<file path="config.mk">
export PLATFORM = sky130hd
export DESIGN_NAME = vta_host_csr_ctrl
export DESIGN_NICKNAME = d
export VERILOG_FILES = /design/src/rtl/vta_host_csr_ctrl.sv
export SDC_FILE = /design/constraint.sdc
export NUM_CORES = 1
export LEC_CHECK = 0
export BUFFER_PORTS_ARGS = -buffer_cell sky130_fd_sc_hd__buf_2
export CORE_MARGIN = 2
export CORE_UTILIZATION = 57
export DETAILED_ROUTE_END_ITERATION = 7
export HOLD_SLACK_MARGIN = 0.12
export PLACE_DENSITY = 0.84
export SLEW_MARGIN = 20
export SYNTH_ARGS = -nofsm -noshare
export SYNTH_HDL_FRONTEND = slang
export SYNTH_SLANG_ARGS = --single-unit
</file>
<file path="constraint.sdc">
create_clock -name clock -period 9.65 [get_ports clock]
set_clock_uncertainty 0.2 [all_clocks]
set_input_delay 2.4125 -clock clock [delete_from_list [all_inputs] [get_ports clock]]
set_output_delay 2.4125 -clock clock [all_outputs]
set_load 0.1 [all_outputs]
</file>
<file path="src/rtl/vta_host_csr_ctrl.sv">
// Host CSR controller: sequences host DPI bridge requests onto a small CSR bank,
// issues the accelerator launch pulse, and tracks busy/done plus an execution cycle count.
//
// state | meaning
// IDLE  | waiting for a host request; dequeues it combinationally in the same cycle
// BLANK | one-cycle gap while the bridge's valid catches up; read response is presented here
module vta_host_csr_ctrl #(
    parameter int ADDR_BITS = 32,
    parameter int DATA_BITS = 32,
    parameter int NUM_CSR   = 8
) (
    input  logic                         clock,
    input  logic                         reset_n,
    input  logic                         host_req_valid,
    input  logic                         host_req_opcode,
    input  logic [ADDR_BITS-1:0]         host_req_addr,
    input  logic [DATA_BITS-1:0]         host_req_value,
    output logic                         host_req_deq,
    output logic                         host_resp_valid,
    output logic [DATA_BITS-1:0]         host_resp_bits,
    output logic                         accel_launch,
    input  logic                         accel_finish,
    output logic [NUM_CSR*DATA_BITS-1:0] csr_out
);
    localparam int IDX_BITS = $clog2(NUM_CSR);

    typedef enum logic {IDLE, BLANK} state_t;

    state_t                 state_q, state_d;
    logic                   busy_q, done_q, launch_q, rd_pend_q;
    logic [DATA_BITS-1:0]   cnt_q, resp_bits_q;
    logic [DATA_BITS-1:0]   gp_q [2:NUM_CSR-1];
    logic [DATA_BITS-1:0]   csr_view [NUM_CSR];

    logic                   addr_hit, wr_en, rd_en, launch_req;
    logic [IDX_BITS-1:0]    idx;
    logic [DATA_BITS-1:0]   rdata;

    assign idx      = host_req_addr[IDX_BITS+1:2];
    assign addr_hit = (host_req_addr[1:0] == 2'b00) &&
                      (host_req_addr[ADDR_BITS-1:IDX_BITS+2] == '0);

    // Architectural view of the bank; CSR0 bit0 (launch) always reads 0.
    always_comb begin
        csr_out = '0;
        for (int i = 0; i < NUM_CSR; i++) csr_view[i] = '0;
        csr_view[0][1] = done_q;
        csr_view[0][2] = busy_q;
        csr_view[1]    = cnt_q;
        for (int i = 2; i < NUM_CSR; i++) csr_view[i] = gp_q[i];
        for (int i = 0; i < NUM_CSR; i++) csr_out[i*DATA_BITS +: DATA_BITS] = csr_view[i];
    end

    assign rdata = addr_hit ? csr_view[idx] : '0;

    always_comb begin
        state_d      = state_q;
        host_req_deq = 1'b0;
        case (state_q)
            IDLE: begin
                if (host_req_valid && reset_n) begin
                    host_req_deq = 1'b1;
                    state_d      = BLANK;
                end
            end
            BLANK:   state_d = IDLE;
            default: state_d = IDLE;
        endcase
    end

    assign wr_en      = host_req_deq && host_req_opcode && addr_hit;
    assign rd_en      = host_req_deq && !host_req_opcode;
    assign launch_req = wr_en && (idx == '0) && host_req_value[0] && !busy_q;

    always_ff @(posedge clock) begin
        if (!reset_n) begin
            state_q     <= IDLE;
            busy_q      <= 1'b0;
            done_q      <= 1'b0;
            launch_q    <= 1'b0;
            rd_pend_q   <= 1'b0;
            cnt_q       <= '0;
            resp_bits_q <= '0;
            for (int i = 2; i < NUM_CSR; i++) gp_q[i] <= '0;
        end else begin
            state_q   <= state_d;
            launch_q  <= launch_req;
            rd_pend_q <= rd_en;
            if (rd_en) resp_bits_q <= rdata;
            // The finish edge itself is not counted.
            if (launch_req) begin
                busy_q <= 1'b1;
                done_q <= 1'b0;
                cnt_q  <= '0;
            end else if (busy_q) begin
                if (accel_finish) begin
                    busy_q <= 1'b0;
                    done_q <= 1'b1;
                end else begin
                    cnt_q <= cnt_q + 1'b1;
                end
            end
            for (int i = 2; i < NUM_CSR; i++) begin
                if (wr_en && (idx == IDX_BITS'(i))) gp_q[i] <= host_req_value;
            end
        end
    end

    // Gating with reset_n suppresses a response whose BLANK cycle is hit by reset.
    assign host_resp_valid = rd_pend_q && reset_n;
    assign host_resp_bits  = resp_bits_q;
    assign accel_launch    = launch_q;

endmodule

</file>
==> flow_metrics.tcl <==
set metrics [dict create \
    antenna_cells 0 \
    hold_buffers 0 \
    clk_pin_slew_ns 0.06 \
    vias 10200 \
    finalHoldViolCount 0 \
    fmax_mhz 157 \
    critPathMaxFanout 41 \
    ios 360 \
    cts_inserted_buffers 28 \
    grtUsageTotal_pct 31.5 \
    maxSlewHeadroom_pct 26.7 \
    yosysWarnings 0 \
    finalSetupTns_ns 0 \
    die_y_um 154 \
    clock_path_buffers 3 \
    power_density_mw_per_mm2 182 \
    cts_setup_buffers 0 \
    leakagePower_nw 5.87 \
    start_kind "input port" \
    worst-setup-path-type "in2out" \
    grt_setup_unrepaired "false" \
    clkPwrFrac_pct 37.8 \
    period_share_pct 66.0 \
    viasPerCell 6.35 \
    dr.pass1.iters 6 \
    drc_errors 0 \
    synthCells 1042 \
    ys_async_sr_fraction_pct 0 \
    wirelength_um 38700 \
    sequentialPowerShare_pct 44.9 \
    fillers 1596 \
    crit_arrival_ns 3.76 \
    critPathSlowestCell "buf_4" \
    antenna_found_initial 0 \
    fin_ws_ns 3.28 \
    avgSynthCellArea_um2 12.3 \
    final_common_cell "buf_2" \
    grt_use_met3_pct 6.37 \
    total_power_w 0.00280 \
    die_w_um 154 \
    met1_usage_pct 43.5 \
    post-place-ws_ns 3.17 \
    die_area_mm2 0.0237 \
    worstPathRequired_ns 7.04 \
    cp_slowest_stage_delay_ns 0.47 \
    min_period_ns 6.37 \
    synth_edf_count 192 \
    slew_violations 0 \
    grt_overflow_total 0 \
    hold_class "reg2reg" \
    yosys_register_bits 261 \
    placement.io_buffers 329 \
    layout_common_cells "buf_2 (327), edfxtp_1 (192), nor3_1 (129), nor3_2 (80), dfxtp_1 (69)" \
    comb_power_share_pct 17.3 \
    ir_worst_vdd_mv 0.148 \
    cts.htree.levels 1 \
    area_growth_pct 19.8 \
    fin_nets 1379 \
    start_util_pct 58.5 \
    drtAntennaViolNets 0 \
    ys.flop_type "edfxtp_1" \
    cts_sinks 261 \
    grt_max_degree 80 \
    cp-end-kind "output port" \
    grt_pass1_wl_um 57400 \
    status "completed" \
    switching_share_pct 31.5 \
    yosysSeqAreaShare_pct 55.7 \
    synth_area_leaders "edfxtp_1 (45%), dfxtp_1 (11%), nor3_2 (6.2%)" \
    first_global_vias 9574 \
    grt-busiest-layer "met2" \
    clkLatencyLatePin_ns 0.54 \
    p_int_w 0.00192 \
    dp_hpwl_um 26200 \
    cts_root_buf "clkbuf_16" \
    cts_tree "built" \
    drv_cap 0 \
    ys_types 49 \
    coreArea_mm2 0.0220 \
    drtIter0Drc 1339 \
    setup_viol 0 \
    place_congestion 0.929 \
    synthesis.area_mm2 0.0128 \
    drive_gt1_share_pct 39.6 \
    num_rows 54 \
    grt_use_met2_pct 49.5 \
    tightest_slew_ns 1.10 \
    synth_top_area_share_pct 44.9 \
    postCtsResizedCells 0 \
    crit_top_cell "buf_2" \
    worstPathCellList "buf_2 -> buf_4 -> and3b_1 -> buf_2" \
    routedWlPerCell_um 24.0 \
    power_switching_w 0.000883 \
    yosysTopAreaCell "edfxtp_1" \
]
## state kept, by name (all words and copies together), names as in the netlist
signal and count:
gp_q 192, cnt_q 32, host_resp_bits 32, accel_launch 1, busy_q 1, done_q 1, rd_pend_q 1, state_q 1
## routing by layer
layer,vias to the layer above,wire length [um]
met4,0,1490
met3,106,4160
met2,679,18400
met5,-,0
met1,4983,14600
li1,4469,-
## cell type report
class | count | area (um^2) | area share, %
Clock inverter | 17 | 165 | 1.07
Timing Repair Buffer | 344 | 1840 | 12.0
Multi-Input combinational cell | 635 | 5000 | 32.5
Tap cell | 280 | 350 | 2.28
Inverter | 39 | 146 | 0.952
Clock buffer | 35 | 727 | 4.73
Sequential cell | 261 | 7150 | 46.5
## per-stage QoR
step	hold WS (ns)	std cells	util [%]	instance area, um^2
after floorplan	0.293	1071	-	12900
after global placement	0.240	1555	65.5	14400
after detailed placement	0.242	1555	65.5	14400
after CTS	0.250	1607	69.5	15300
after global routing	0.279	1611	70.0	15400
final	0.250	1611	70.0	15400
## cell families (layout without fill, tap and decap cells)
group / count (synthesis) / count (layout) / share of synthesized area [%]
xor+xnor: 12 / 12 / 0.819
fa+ha+maj: 1 / 1 / 0.0975
simple gates: 357 / 357 / 18.2
mux: 67 / 67 / 8.54
flops: 261 / 261 / 55.7
other cells: 1 / 30 / 0.0292
buf+inv: 175 / 435 / 6.87
compound gates: 168 / 168 / 9.81
## synth_stat cells, drive strengths merged, types with 6 or more instances
master	n
clkbuf	50
o31ai	15
a2111oi	30
nand4	9
nor3	209
or3	6
nand2	44
dfxtp	69
nand3	8
o21ai	10
edfxtp	192
a211o	30
mux2i	33
and2	32
xnor2	9
mux4	34
a21oi	33
buf	86
inv	38
o21a	30
a211oi	19
or4	21
nor4	11
## power by group through the flow
stage,clock network (W),logic (W),registers [W]
finish,0.00106,0.000485,0.00126
global route,0.00110,0.000497,0.00126
CTS,0.00106,0.000479,0.00126
detailed placement,0,0.000478,0.00128
global placement,0,0.000474,0.00128
floorplan,0,0.000167,0.00151
## worst paths after layout
check                                                     from                        endpoint  slack, ns  depth (start not counted)
worst max-delay path                                   reset_n                    host_req_deq       3.28                          4
worst min-delay path            host_resp_bits[2]$_SDFFE_PN0P_  host_resp_bits[2]$_SDFFE_PN0P_       0.25                          2
worst max register to register              state_q$_SDFF_PN0_      gp_q[0][243]$_SDFFCE_PN0P_       6.16                          5
worst min register to register  host_resp_bits[2]$_SDFFE_PN0P_  host_resp_bits[2]$_SDFFE_PN0P_       0.25                          2
## critical path, delay by kind of cell
kind	cells	cell delay, ns
buffers and inverters	3	0.99
AND/OR/NAND/NOR	1	0.31
Note: power is estimated with default switching activity, not from simulation.
